==> config.mk <==
export PLATFORM = sky130hd
export DESIGN_NAME = four_bit_full_adder
export DESIGN_NICKNAME = d
export VERILOG_FILES = /design/src/rtl/four_bit_full_adder.sv
export SDC_FILE = /design/constraint.sdc
export NUM_CORES = 1
export LEC_CHECK = 0
export ABC_AREA = 1
export CORE_AREA = 2 2 39 41
export DETAILED_ROUTE_END_ITERATION = 6
export DIE_AREA = 0 0 41 43
export SYNTH_ARGS = -nofsm -noshare
export SYNTH_HDL_FRONTEND = slang
export SYNTH_SLANG_ARGS = --single-unit
==> constraint.sdc <==
create_clock -name clk -period 4.11 [get_ports clk]
set_input_delay 1.233 -clock clk [delete_from_list [all_inputs] [get_ports clk]]
set_output_delay 1.233 -clock clk [all_outputs]
set_load 0.03 [all_outputs]
==> src/rtl/four_bit_full_adder.sv <==
// Four-bit ripple-carry adder with combinational sum/carry/overflow outputs
// and a one-cycle registered copy of each, cleared by a synchronous reset.
module four_bit_full_adder (
    input  logic       clk,
    input  logic       rst,
    input  logic [3:0] a,
    input  logic [3:0] b,
    input  logic       cin,
    output logic [3:0] sum,
    output logic       cout,
    output logic       ovf,
    output logic [3:0] sum_q,
    output logic       cout_q,
    output logic       ovf_q
);

    // carry[0] is cin, carry[1..3] are the internal ripple carries c1..c3,
    // carry[4] is the carry-out of the top cell
    logic [4:0] carry;

    assign carry[0] = cin;

    // Four 1-bit full-adder cells chained through carry[]
    for (genvar i = 0; i < 4; i++) begin : g_cell
        logic p;
        assign p            = a[i] ^ b[i];
        assign sum[i]       = p ^ carry[i];
        assign carry[i + 1] = (a[i] & b[i]) | (carry[i] & p);
    end

    assign cout = carry[4];

    // Signed overflow: carry into the sign bit differs from carry out of it
    assign ovf = carry[3] ^ carry[4];

    // Registered copies of the adder outputs; reset clears them at the edge
    always_ff @(posedge clk) begin
        if (rst) begin
            sum_q  <= 4'b0000;
            cout_q <= 1'b0;
            ovf_q  <= 1'b0;
        end else begin
            sum_q  <= sum;
            cout_q <= cout;
            ovf_q  <= ovf;
        end
    end

endmodule

* Yosys cells after proc, flatten, opt, wreduce, memory -nomap -nowiden
Cells that the tools add are included.
Cells by class: bitwise gates (word level) 21
Operators by type and width (number):
- bitwise XOR 1 bit | 9
- bitwise AND 1 bit | 8
- OR 1 bit | 4
Word-level totals: register bits after elaboration 6, bits of input ports 11, output and inout port bits 12, word-level logic and storage cells 24

* Depth between registers and ports, before layout
Gate-level depths: netlist of the first run.
word-level depth 10, depth in mapped cells 11, gate-level depth less buffers 11

* Worst setup path before layout of the first run
OpenSTA, ideal clock, no wires.
path type input to output, start input a[0], end output ovf, arrival time 2.995 ns, required time 2.877 ns, path slack -0.118 ns, stages on the path 11, buffers on the path 0, cells stage by stage fa_1 inv_1 fa_1 inv_1 fa_1 inv_1 fa_1 inv_2 nand2_2 nand2_2 inv_1
Between the ends: word-level cells in the longest chain between the ends 10, elaborated cells between the ends (all ways) 11, classes of those cells 11 x bitwise
Ends and longest elaborated chain:
- from (decl) | RTL line 6 | input logic [3:0] a,
- bitwise XOR 1 bit | RTL line 26 | assign p = a[i] ^ b[i];
- bitwise AND 1 bit | RTL line 28 | assign carry[i + 1] = (a[i] & b[i]) | (carry[i] & p);
- OR 1 bit (*) | RTL line 28
- bitwise AND 1 bit (*) | RTL line 28
- OR 1 bit (*) | RTL line 28
- bitwise AND 1 bit (*) | RTL line 28
- OR 1 bit (*) | RTL line 28
- bitwise AND 1 bit (*) | RTL line 28
- OR 1 bit (*) | RTL line 28
- named net cout | RTL line 10 | output logic cout,
- bitwise XOR 1 bit (*) | RTL line 34 | assign ovf = carry[3] ^ carry[4];
- to (decl) | RTL line 11 | output logic ovf,
Mark *: on every way through the listed nets, which the timed path passes. The rest lies on a longest branch.

* Final worst setup path of the first run
start input a[0], end output sum[3]
Between the ends: word-level cells in the longest chain between the ends 8, elaborated cells between the ends (all ways) 9, classes of those cells 9 x bitwise
Ends and longest elaborated chain:
- bitwise XOR 1 bit | RTL line 26
- bitwise AND 1 bit | RTL line 28
- OR 1 bit (*) | RTL line 28
- bitwise AND 1 bit (*) | RTL line 28
- OR 1 bit (*) | RTL line 28
- bitwise AND 1 bit (*) | RTL line 28
- OR 1 bit (*) | RTL line 28
- bitwise XOR 1 bit (*) | RTL line 27 | assign sum[i] = p ^ carry[i];
- to (decl) | RTL line 9 | output logic [3:0] sum,
Mark *: on every way between the ends. The rest lies on a longest branch, timed or not.

==> key figures, run 1 <==
Min path
  – Worst Hold End: sum_q[0]
  – Hold path cells: 4
  – Worst hold path class: primary input to register
  – HP Start: a[0]

Yosys
  – Post-Syn Nets: 47
  – Synth Register Bits: 6
  – Syn Area/Cell: 9.07 um^2
  – Synthesized cell area: 290 um^2
  – Mapped Cells: 32
  – Sequential fraction of the synthesis area: 0.414
  – Post-synth cell types: 8
  – Yosys warning total: 0

STA
  – Final setup violating endpoints: 3
  – Setup ws final: -175 ps
  – Minimum clock period: 4290 ps
  – Slew Limit Headroom: 0.800
  – WHS: 1420 ps
  – RSZ-0062 raised after global routing: yes
  – Fmax: between 0.2 and 0.25 GHz
  – Actual slew at the worst max-slew pin: 300 ps
  – Final period utilization: 1.04
  – Slew Limit Fails: 0
  – Final Hold Violating Endpoints: 0

Global routing
  – Congestion Overflow GR: 0
  – Total GRT Usage: 0.0879
  – Vias in the first global route: 295
  – First-pass GRT wire length: 1050 um
  – Largest net degree at the start of global routing: 7
  – Initial antenna violation count: 0

Place
  – Routability cong.: 0.622
  – # port buffers: 22
  – DP HPWL: 483 um
  – Placed Cells: 73

Clock tree
  – Clk pin slew, worst setup/hold paths: about 40 ps
  – TritonCTS buffer count: 3
  – Clock tree buffer depth: 2
  – H-Tree Level Count: 1
  – CTS root buf: clkbuf_4
  – CTS Sinks: 6
  – TritonCTS clock tree: done

Job
  – Max_cap viols: 0

Critical path
  – Setup CP Type: primary input to output port
  – Nature of the critical path endpoint: output port
  – CP cell instances: buf_6 > fa_2 > inv_2 > fa_2 > inv_2 > fa_2 > inv_2 > fa_2 > inv_4 > buf_6
  – Most common cell on crit path: fa_2
  – Worst setup SP type: primary input
  – Crit-path max FO: 2
  – Worst EP required: ~2900 ps
  – Arrival @ worst endpoint: 3050 ps
  – CP max stage delay: 470 ps
  – CP max-delay cell: fa_2

Routing
  – DRC: 0
  – DR vias: 285
  – DR iter-0 viols: 1
  – Total wire length: about 570 um
  – DRT Pass-1 Iters: 2
  – ANT nets after route: 0
  – DR WL/cell: 7.27 um
  – Via/cell ratio: 3.61

Power
  – LEAKAGE: 0.301 nW
  – Power per cell area: roughly 380 mW/mm^2
  – Worst vdd rail ir drop: 130 uV

Layout
  – Post-Layout Cell Count: 79
  – ANT cells: 0
  – Layout cells sized above 1: 0.508
  – Final net count: 80
  – Layout area overhead: 106%

Die
  – Site Rows: 14
  – Die Y: around 43 um
  – Die X-Extent: 41 um
  – Num ports: 23
  – Core Region: 0.00138 mm^2
  – Starting Density: 0.210
  – Die area: ~0.0018 mm^2

Run status
  – Failing checks: negative setup slack
  – Outcome: finished with violations
-- worst max-delay path by stage --
stage | depth (start not counted) | start | endpoint
after global placement | 10 | a[0] | sum[3]
after floorplan | 8 | a[0] | sum[3]
after detailed placement | 10 | a[0] | sum[3]
after CTS | 10 | a[0] | sum[3]
after global routing | 10 | a[0] | sum[3]
final | 10 | a[0] | sum[3]
-- flip-flops by register name (all words and copies together) (netlist names) --
| name | cells |
|---|---|
| sum_q | 4 |
| cout_q | 1 |
| ovf_q | 1 |
-- area by class of cell --
class                           count  area, um^2
Tap cell                           16        20.0
Fill cell                         155         785
Multi-Input combinational cell     13         131
Timing Repair Buffer               28         254
Sequential cell                     6         120
Inverter                           13        51.3
Clock buffer                        3        22.5
-- where the power goes --
group	switching, W	internal [W]
combinational	0.0000596	0.0000529
clock	0.0000181	0.0000328
sequential	0.00000144	0.0000650
-- worst max-delay path, delay by kind of cell --
family                   cells  cell delay [ps]
adder cells (fa/ha/maj)      4             1370
buffers and inverters        6              450
-- layout by cell type, fill, tap and decap left out, types with 2 or more instances in the layout --
cell	synthesis	final
buf_2	0	2
nor2_1	5	5
buf_6	0	5
inv_1	12	6
dlygate4sd2_1	0	2
fa_2	0	4
inv_2	1	6
buf_4	0	8
clkdlybuf4s50_1	0	11
clkbuf_4	0	3
dfxtp_1	6	6
nand2_2	2	2
-- per-stage QoR --
stage,total power [W],cell area (um^2),setup TNS (ps),utilization,setup slack (ps)
after floorplan,0.000128,298,-1.17,-,-1.17
after global placement,0.000171,546,-1750,0.394,-594
after detailed placement,0.000172,546,-1750,0.394,-594
after CTS,0.000231,592,-368,0.428,-210
after global routing,0.000244,599,-522,0.433,-247
final,0.000230,599,-274,0.433,-175
-- kinds of logic (layout without fill, tap and decap cells) --
family	after synthesis	in the layout	synth area share
buffers and inverters	13	44	0.168
AND/OR/NAND/NOR	9	9	0.142
flip-flops	6	6	0.414
adder cells (fa/ha/maj)	4	4	0.276
-- cells in the mapped netlist --
cell type   n  area, um^2
dfxtp_1     6         120
fa_1        4        80.1
inv_1      12        45.0
nor2_1      5        18.8
nand2_1     1        3.75
nand2_2     2        12.5
inv_2       1        3.75
nor2_2      1        6.26
-- repair_timing --
item,in CTS,in global routing
endpoints found under the setup margin,4,3
gates resized for setup,24,0
pin swaps,5,3
hold endpoints to repair,0,0
hold buffers,0,0
setup buffers,2,1
-- routing by layer --
metal / routed length [um] / GRT usage
met5: 0 / 0
met4: 0 / 0.0800
met1: 190 / 0.0918
met2: 346 / 0.147
met3: 38 / 0
(Power assumes the default switching activity.)
==> run 2: changes to the inputs <==
- CORE_AREA: 2 2 39 41 -> 4 4 41 43
- DIE_AREA: 0 0 41 43 -> 0 0 45 47
==> key figures, run 2 (same netlist as run 1, synthesis figures left out) <==
Routing
  – Total wire length: around 640 um
  – DR vias: 281
  – ANT nets after route: 0
  – DRT Pass-1 Iters: 2
  – DRC: 0
  – DR WL/cell: ~8.0 um
  – DR iter-0 viols: 2
  – Via/cell ratio: around 3.6

Critical path
  – Arrival @ worst endpoint: 3040 ps
  – CP cell instances: buf_6 > fa_2 > inv_2 > fa_2 > inv_2 > fa_2 > inv_2 > fa_2 > inv_4 > buf_6
  – Crit-path max FO: 2
  – CP max-delay cell: fa_2
  – Setup CP Type: primary input to output port
  – Most common cell on crit path: fa_2
  – CP max stage delay: 450 ps
  – Worst setup SP type: primary input
  – Nature of the critical path endpoint: output port
  – Worst EP required: between 2000 and 3000 ps

Clock tree
  – TritonCTS buffer count: 3
  – CTS root buf: clkbuf_4
  – H-Tree Level Count: 1
  – CTS Hold Bufs: 0
  – Clock tree buffer depth: 2
  – TritonCTS clock tree: done
  – CTS Sinks: 6
  – Clk pin slew, worst setup/hold paths: 40 ps

STA
  – Final period utilization: 1.04
  – WHS: 1410 ps
  – Minimum clock period: approximately 4300 ps
  – Setup ws final: -160 ps
  – Slew Limit Headroom: 0.796
  – Final Hold Violating Endpoints: 0
  – Final setup violating endpoints: 3
  – Slew Limit Fails: 0
  – Fmax: 0.234 GHz
  – RSZ-0062 raised after global routing: yes
  – Actual slew at the worst max-slew pin: 305 ps

Global routing
  – First-pass GRT wire length: 1060 um
  – Initial antenna violation count: 0
  – Congestion Overflow GR: 0
  – Vias in the first global route: between 200 and 300
  – Largest net degree at the start of global routing: 7
  – Total GRT Usage: 0.0747

Die
  – Die area: 0.00212 mm^2
  – Num ports: 23
  – Die Y: approximately 47 um
  – Starting Density: 0.223
  – Die X-Extent: around 45 um
  – Site Rows: 13
  – Core Region: 0.00130 mm^2

Layout
  – Largest register FFs: 4
  – Layout area overhead: 111%
  – ANT cells: 0
  – Fillers: 145
  – Top reg by flops: sum_q
  – Top flop regs: sum_q (4), cout_q (1), ovf_q (1)
  – Final core occ: 0.470
  – Commonest non-fill, non-tap cells in the layout: 11 x clkdlybuf4s50_1, 9 x buf_4, 7 x inv_2, 6 x dfxtp_1, 6 x buf_6
  – Layout cells sized above 1: 0.531
  – Commonest non-fill, non-tap cell in the layout: clkdlybuf4s50_1
  – Final net count: 81

Place
  – # port buffers: 22
  – Routability cong.: just over 0.7
  – DP HPWL: 546 um

Min path
  – Worst hold path class: primary input to register
  – HP Start: a[0]
  – Hold path cells: 4
  – Worst Hold End: sum_q[0]

Run status
  – Outcome: finished with violations
  – Failing checks: negative setup slack

Power
  – Power per cell area: 379 mW/mm^2
  – LEAKAGE: slightly above 0.3 nW
  – Worst vdd rail ir drop: 114 uV

Job
  – Max_cap viols: 0
-- run 2: changes by cell type in the layout (fill, tap and decap cells not counted), sizes merged --
| cell | delta |
|---|---|
| buf | +1 |
-- run 2: layout make-up --
type,count,area (um^2),area share
repair buffers,29,268,0.438
multi-input cells,13,131,0.215
flip-flops and latches,6,120,0.196
inverters,13,51.3,0.0838
clock buffers,3,22.5,0.0368
well taps,15,18.8,0.0307
-- run 2: repair_timing --
item | in CTS | in global routing
setup endpoints to repair | 4 | 3
pin swaps | 5 | 4
hold endpoints to repair | 0 | 0
resized for setup | 25 | 1
setup buffers | 3 | 1
-- run 2: worst max-delay path by stage --
stage / start / end / cells after the start
5_1_grt: b[0] / sum[3] / 10
4_1_cts: a[0] / sum[3] / 10
6_report: b[0] / sum[3] / 10
2_1_floorplan: a[0] / sum[3] / 8
3_5_place_dp: a[0] / sum[3] / 10
3_3_place_gp: a[0] / sum[3] / 10
-- run 2: power breakdown --
| part | switching (W) | internal, W |
|---|---|---|
| Combinational | 0.0000600 | 0.0000544 |
| Sequential | 0.00000138 | 0.0000650 |
| Clock | 0.0000184 | 0.0000328 |
-- run 2: stage by stage --
step                      TNS [ps]  cell area, um^2  power [W]  worst slack [ps]  cells
after global routing          -490              612   0.000247              -211     79
after CTS                     -375              598   0.000235              -210     78
after global placement       -1730              544   0.000171              -589     72
final                         -266              612   0.000232              -160     79
after detailed placement     -1790              544   0.000172              -608     72
after floorplan              -1.17              298   0.000128             -1.17     32
-- run 2: critical path, delay by kind of cell --
family	cells	cell delay, ps
buffers and inverters	6	440
adders and majority gates	4	1350
-- run 2: metal layers --
layer,global-route usage,part of all wire,up-vias
met5,0,0,-
met1,0.0556,0.29,121
met2,0.136,0.62,12
met4,0.0877,0,0
li1,-,-,148
met3,0.0268,0.087,0
